### config.mk
export PLATFORM = sky130hd
export DESIGN_NAME = game_flow_controller
export DESIGN_NICKNAME = d
export VERILOG_FILES = /design/src/rtl/game_flow_controller.sv
export SDC_FILE = /design/constraint.sdc
export NUM_CORES = 1
export LEC_CHECK = 0
export BUFFER_PORTS_ARGS = -buffer_cell sky130_fd_sc_hd__buf_2
export CORE_ASPECT_RATIO = 0.7
export CORE_MARGIN = 5
export CORE_UTILIZATION = 25
export CTS_CLUSTER_DIAMETER = 120
export CTS_CLUSTER_SIZE = 25
export DETAILED_ROUTE_END_ITERATION = 8
export PLACE_DENSITY_LB_ADDON = 0.08
export SYNTH_ARGS = -nofsm -noshare
export SYNTH_HDL_FRONTEND = slang
export SYNTH_SLANG_ARGS = --single-unit
### constraint.sdc
create_clock -name clk -period 2.15 [get_ports clk]
set_input_delay 0.215 -clock clk [delete_from_list [all_inputs] [get_ports clk]]
set_output_delay 0.215 -clock clk [all_outputs]
set_load 0.01 [all_outputs]
### src/rtl/game_flow_controller.sv
// Breakout-style game sequencer: start, level load, serve lockout, play,
// life loss, level clear and the two terminal screens.
module game_flow_controller #(
    parameter int START_LIVES  = 3,
    parameter int LEVEL_BRICKS = 40,
    parameter int SERVE_DELAY  = 25000000,
    parameter int MAX_LEVEL    = 7
) (
    input  logic       clk,
    input  logic       reset,
    input  logic       start,
    input  logic       ball_lost,
    input  logic       brick_hit,
    input  logic       load_done,
    output logic       load_level,
    output logic [2:0] level,
    output logic [3:0] lives,
    output logic       ball_hold,
    output logic       ball_run,
    output logic       game_over,
    output logic       game_won,
    output logic [2:0] state
);

    typedef enum logic [2:0] {
        IDLE  = 3'd0,
        LOAD  = 3'd1,
        SERVE = 3'd2,
        PLAY  = 3'd3,
        LOST  = 3'd4,
        CLEAR = 3'd5,
        OVER  = 3'd6,
        WIN   = 3'd7
    } state_t;

    localparam logic [3:0]  LIVES_INIT  = 4'(START_LIVES);
    localparam logic [7:0]  BRICKS_INIT = 8'(LEVEL_BRICKS);
    localparam logic [25:0] TIMER_INIT  = 26'(SERVE_DELAY);
    localparam logic [2:0]  LAST_LEVEL  = 3'(MAX_LEVEL);

    state_t      state_q, state_d;
    logic [3:0]  lives_q, lives_d;
    logic [2:0]  level_q, level_d;
    logic [7:0]  bricks_q, bricks_d;
    logic [25:0] timer_q, timer_d;
    logic        load_level_q, load_level_d;
    logic        ball_hold_q, ball_hold_d;
    logic        ball_run_q, ball_run_d;
    logic        game_over_q, game_over_d;
    logic        game_won_q, game_won_d;

    always_comb begin
        state_d  = state_q;
        lives_d  = lives_q;
        level_d  = level_q;
        bricks_d = bricks_q;
        timer_d  = timer_q;
        case (state_q)
            IDLE: if (start) begin
                state_d = LOAD;
                lives_d = LIVES_INIT;
                level_d = 3'd0;
            end
            LOAD: if (load_done) begin
                state_d  = SERVE;
                bricks_d = BRICKS_INIT;
                timer_d  = TIMER_INIT;
            end
            SERVE: begin
                if (start && timer_q == 26'd0) begin
                    state_d = PLAY;
                end else if (timer_q != 26'd0) begin
                    timer_d = timer_q - 26'd1;
                end
            end
            PLAY: begin
                // Clearing the last brick wins over a simultaneous ball loss.
                if (brick_hit && bricks_q == 8'd1) begin
                    state_d  = CLEAR;
                    bricks_d = 8'd0;
                end else begin
                    if (brick_hit && bricks_q != 8'd0) begin
                        bricks_d = bricks_q - 8'd1;
                    end
                    if (ball_lost) begin
                        state_d = LOST;
                    end
                end
            end
            LOST: begin
                if (lives_q <= 4'd1) begin
                    state_d = OVER;
                    lives_d = 4'd0;
                end else begin
                    state_d = SERVE;
                    lives_d = lives_q - 4'd1;
                    timer_d = TIMER_INIT;
                end
            end
            CLEAR: begin
                if (level_q == LAST_LEVEL) begin
                    state_d = WIN;
                end else begin
                    state_d = LOAD;
                    level_d = level_q + 3'd1;
                end
            end
            OVER, WIN: if (start) state_d = IDLE;
            default: state_d = IDLE;
        endcase

        // Outputs are decoded from the next state so they register with it.
        load_level_d = (state_d == LOAD) && (state_q != LOAD);
        ball_hold_d  = (state_d == SERVE);
        ball_run_d   = (state_d == PLAY);
        game_over_d  = (state_d == OVER);
        game_won_d   = (state_d == WIN);
    end

    always_ff @(posedge clk) begin
        if (reset) begin
            state_q      <= IDLE;
            lives_q      <= 4'd0;
            level_q      <= 3'd0;
            bricks_q     <= 8'd0;
            timer_q      <= 26'd0;
            load_level_q <= 1'b0;
            ball_hold_q  <= 1'b0;
            ball_run_q   <= 1'b0;
            game_over_q  <= 1'b0;
            game_won_q   <= 1'b0;
        end else begin
            state_q      <= state_d;
            lives_q      <= lives_d;
            level_q      <= level_d;
            bricks_q     <= bricks_d;
            timer_q      <= timer_d;
            load_level_q <= load_level_d;
            ball_hold_q  <= ball_hold_d;
            ball_run_q   <= ball_run_d;
            game_over_q  <= game_over_d;
            game_won_q   <= game_won_d;
        end
    end

    assign state      = state_q;
    assign lives      = lives_q;
    assign level      = level_q;
    assign load_level = load_level_q;
    assign ball_hold  = ball_hold_q;
    assign ball_run   = ball_run_q;
    assign game_over  = game_over_q;
    assign game_won   = game_won_q;

endmodule

**Word level (Yosys, flattened, before mapping)**

Index checks and enable logic that the tools add are counted.

- Bits in registers: 49
- Bits of input ports: 6
- Output and inout port bits: 15
- Word-level logic and storage cells: 78

- Add/subtract/negate cells: 4
- Magnitude comparators: 1
- Equality and inequality tests: 22
- Muxes and demuxes: 24
- Reductions and logical operators: 17

Operator list:

| cell | count |
|---|---|
| $mux 26 | 4 |
| $pmux 26 s3 | 1 |
| $mux 3 | 10 |
| $logic_not 26->1 | 1 |
| $reduce_bool 26->1 | 1 |
| $sub 26x1->26 const B | 1 |
| $mux 8 | 3 |
| $eq 3x3->1 const B | 7 |
| $pmux 3 s7 | 1 |
| $pmux 8 s2 | 1 |
| $eq 3x2->1 const B | 4 |
| $ne 2x2->1 const B | 6 |
| $eq 8x1->1 const B | 1 |
| $mux 4 | 2 |
| $pmux 4 s2 | 1 |
| $reduce_bool 8->1 | 1 |
| $sub 8x1->8 const B | 1 |
| $eq 3x1->1 const B | 2 |
| $pmux 3 s2 | 1 |
| $reduce_and 3->1 | 2 |
| $reduce_bool 2->1 | 3 |
| $reduce_and 5->1 | 1 |
| $le 4x1->1 const B | 1 |
| $logic_and 1x1->1 | 4 |
| 8 further kinds | 8 |

**Depth between registers and ports, before layout**

- Word-level depth: 6
- Mapped depth: 9
- Depth with buffers taken out: 7

**Worst setup path before layout**

OpenSTA, ideal clock, no wires.

- Kind: reg-to-reg
- Start point: register state_q[2] (netlist: state[2])
- End point: register timer_q[13]
- Setup time: 0.074 ns
- Arrival time: 2.011 ns
- Data required time: 2.076 ns
- Slack: 0.065 ns
- Cell stages (with the launch flop): 8
- Path buffers: 2
- Period minus slack after synthesis: 2.085 ns
- Cell sequence: dfxtp_1 -> buf_4 -> or3b_4 -> o21bai_4 -> a21o_1 -> buf_6 -> or4_1 -> a31oi_1

- Longest elaborated chain between the ends: 3
- Elaborated cells between the ends (all ways): 10
- Classes of those cells: 7 x eq/ne; 1 x mux; 2 x reduce/logical

Ends and longest elaborated chain:

| what | line | RTL |
|---|---|---|
| start, declared | 41 | `state_t state_q, state_d;` |
| start signal, assigned | 133 | `state_q <= state_d;` |
| $eq 3x3->1 (tied with other cells) | 58 | `case (state_q)` |
| $ne 2x2->1 (no line) / $reduce_bool 3->1 (equally long branches) | n/a |  |
| $reduce_and 5->1 (no line) | n/a |  |
| end signal, assigned | 137 | `timer_q <= timer_d;` |
| end, declared | 45 | `logic [25:0] timer_q, timer_d;` |

Parallel ways exist; a longest one is shown, timed or not.
A chain may end at the register's enable or synchronous reset.

**Final worst setup path**

- Start point: register level_q[0] (netlist: level[0])
- End point: register ball_hold_q (netlist: ball_hold)

- Longest elaborated chain between the ends: 4

Ends and longest elaborated chain:

| what | line | RTL |
|---|---|---|
| start, declared | 43 | `logic [2:0] level_q, level_d;` |
| start signal, assigned | 135 | `level_q <= level_d;` |
| $eq 3x3->1 | 101 | `if (level_q == LAST_LEVEL) begin` |
| $mux 3 | 101 |  |
| $pmux 3 s7 | 58 |  |
| $eq 3x2->1 | 114 | `ball_hold_d = (state_d == SERVE);` |
| end signal, assigned | 139 | `ball_hold_q <= ball_hold_d;` |
| end, declared | 47 | `logic ball_hold_q, ball_hold_d;` |

Every way passes these cells.

==> impl_metrics.csv <==
group,metric,value,unit
synth,synthesis.instances,341,
final_layout,antenna_cells,0,
synth,synth_flop_cell,"dfxtp_1",
grt,grt_pass1_wl,14300,µm
setup_path,cpPeakStageDelay,0.51,ns
setup_path,worstPathArrival,2.25,ns
setup_path,cp_num_buf_inv,0,
route,wl_per_cell,15.5,µm
final_layout,area_growth,34.7,%
power_and_ir_drop,power,3.28,mW
clock_tree,ctsHoldBuffers,0,
synth,yosys.area.top_type,"dfxtp_1",
synth,synth-async-reset-ratio,0,%
power_and_ir_drop,ir_worst_vdd,0.326,mV
floorplanning,coreArea,0.0110,mm²
clock_tree,htreeDepth,2,
sta,fin_tns_setup,0,ns
route,drt_iter0_markers,273,
synth,ys_seq_area_share,35.1,%
synth,synth_most_common_cell,"dfxtp_1",
synth,synth_cell_type_count,61,
synth,syn_area,0.00279,mm²
worst_hold_path,hp-class,"in -> reg",
sta,rsz0062_at_grt,"false",
sta,max_freq,492,MHz
route,firstDrtPassIters,4,
setup_path,path_cells,"ha_1 -> ha_1 -> nand2_1 -> o311ai_2 -> a32oi_2 -> or3b_2 -> nor3_1",
synth,yosysTopAreaCellShare,35.1,%
sta,fin_crit,2.03,ns
setup_path,slowest_stage,"or3b_2",
floorplanning,row_count,32,
synth,synth.top_cells.by_area,"dfxtp_1, nor2_1, o31ai_1",
final_layout,fin_nets,430,
place,dp_hpwl,6770,µm
place,dp_cells,559,
run,cap_violations,0,
synth,yosysWarnings,0,
clock_tree,cts-root-buf,"clkbuf_16",
floorplanning,die_width,136,µm
sta,finClkSkew,0.00409,ns
setup_path,crit_family,"simple AND/OR/NAND/NOR gates",
floorplanning,die_area,0.0134,mm²
floorplanning,io_pins,21,
worst_hold_path,min_from,"ball_lost",
run_status,run_status,"completed",
final_layout,finalNonFillerCells,569,
setup_path,worstSetupPathType,"reg -> reg",
sta,drv_slew,0,
synth,synth_edf_count,0,
setup_path,regToRegStartpoint,"level[0]$_SDFFE_PP0P_",
sta,fin_crit_sh,94.6,%
final_layout,fillers,1176,
grt,grt_max_degree,18,
synth,post_synth.cell_area_avg,8.19,µm²
setup_path,crit_path_start_kind,"flip-flop",
route,drc,0,
grt,overflow,0,
grt,grt_pass1_vias,2641,
clock_tree,cts.clk_slew.worst_paths,0.07,ns
floorplanning,initial_core_util,25.5,%
route,wl,8790,µm
synth,synth_nets,356,
power_and_ir_drop,power.leakage,1.54,nW
final_layout,drive_gt1_share,30.3,%
setup_path,crit_fanout,4,
clock_tree,cts_buffer_depth,2,
clock_tree,cts_tree,"built",
grt,groute.usage.overall,13.5,%
sta,slew_headroom,61.3,%
synth,ys_ff_latch,49,
place,gp_congestion,0.790,
synth,synth_commonest_cells,"dfxtp_1, nor2_1, nand2_1, a21oi_1, nor3_1",
setup_path,crit_top_cell,"ha_1",
setup_path,crit_path_end_kind,"flip-flop",
sta,tightest_slew,0.577,ns
setup_path,startpoint,"level[0]$_SDFFE_PP0P_",
floorplanning,die_h,98.4,µm
route,ant_nets,0,
route,viasPerCell,4.88,
clock_tree,clkLatencyLatePin,0.29,ns
power_and_ir_drop,power.density,872,mW/mm²
grt,antenna_found_initial,0,
clock_tree,cts_made_buffers,5,
sta,hold_viol,0,
clock_tree,cts.sinks,49,
route,vias,2774,
place,numPortBuffers,20,
sta,setup_violations,0,
setup_path,required,2.37,ns
==> power breakdown <==
| group | switching, mW | internal, mW | leakage [nW] |
|---|---|---|---|
| combinational | 0.618 | 0.533 | 1.05 |
| sequential | 0.0892 | 0.999 | 0.400 |
| clock | 0.375 | 0.666 | 0.0938 |
==> kinds of logic (layout without fill, tap and decap cells) <==
kind of cell / Yosys count / count (layout) / synth area share, %
AND/OR/NAND/NOR: 153 / 153 / 30.4
AO/OA/AOI/OAI: 91 / 91 / 22.3
flip-flops: 49 / 49 / 35.1
buffers and inverters: 31 / 106 / 5.42
adder cells (fa/ha/maj): 9 / 9 / 4.03
multiplexers: 5 / 5 / 1.79
XOR/XNOR: 3 / 3 / 0.941
==> per-layer routing <==
layer	part of all wire, %	GRT usage (%)	vias to the layer above
met5	0	0	-
met4	0.76	2.56	0
met1	57	22.9	1248
met3	7.7	3.11	8
li1	-	-	1444
met2	35	16.7	74
==> layout by cell type (no fill, tap or decap), types with 6 or more instances in the layout <==
cell / count
or3_1: 9
ha_1: 8
dfxtp_1: 46
or4_1: 14
a31oi_1: 9
o21ai_0: 14
a21oi_1: 23
nor3_1: 16
inv_1: 13
nand2_1: 26
nor4_1: 6
nand3_1: 9
nor2_1: 30
buf_2: 20
nand2b_1: 8
buf_4: 63
o31ai_1: 15
==> cell type report <==
class | count | area, µm² | share of cell area, %
well taps | 153 | 191 | 5.09
repair buffers | 84 | 593 | 15.8
inverters | 14 | 52.6 | 1.40
multi-input cells | 261 | 1750 | 46.5
clock inverters | 3 | 65.1 | 1.73
clock buffers | 5 | 125 | 3.33
flip-flops and latches | 49 | 985 | 26.2
==> tightest hold or removal path, stage by stage <==
cell     delay [ns]
buf_2          0.10
o221a_2        0.21
nor2_1         0.04
==> flip-flops by register name, indices dropped and copies added (netlist names) <==
| register | cells |
|---|---|
| ball_run | 1 |
| level | 3 |
| load_level | 1 |
| state | 3 |
| game_won | 1 |
| bricks_q | 8 |
| lives | 4 |
| game_over | 1 |
| timer_q | 26 |
| ball_hold | 1 |
==> path summary, 6_finish.rpt <==
check                                           endpoint  slack [ns]  depth (start not counted)
worst max-delay path                ball_hold$_SDFF_PP0_        0.12                          7
worst min register to register  bricks_q[4]$_SDFFE_PP0P_        0.49                          2
worst min-delay path                 state[1]$_SDFF_PP0_        0.32                          3
worst max register to register      ball_hold$_SDFF_PP0_        0.12                          7
==> through the flow <==
| step | hold WS (ns) | setup WS [ns] | utilization, % | instance area [µm²] |
|---|---|---|---|---|
| global route | 0.333 | 0.00116 | 34.3 | 3760 |
| detailed placement | 0.459 | -0.115 | 31.6 | 3460 |
| CTS | 0.308 | 0.00468 | 33.6 | 3680 |
| global placement | 0.468 | -0.00452 | 31.6 | 3460 |
| floorplan | 0.420 | 0.0649 | - | 2790 |
| finish | 0.317 | 0.117 | 34.3 | 3760 |
==> what timing repair did <==
| item | CTS | global route |
|---|---|---|
| endpoints found under the setup margin | 6 | 22 |
| gates cloned | 0 | 0 |
| hold endpoints to repair | 0 | 0 |
| resized for setup | 6 | 19 |
| setup buffers | 0 | 2 |
| pin swaps | 1 | 4 |
No activity file was read; power rests on OpenSTA's default activity.
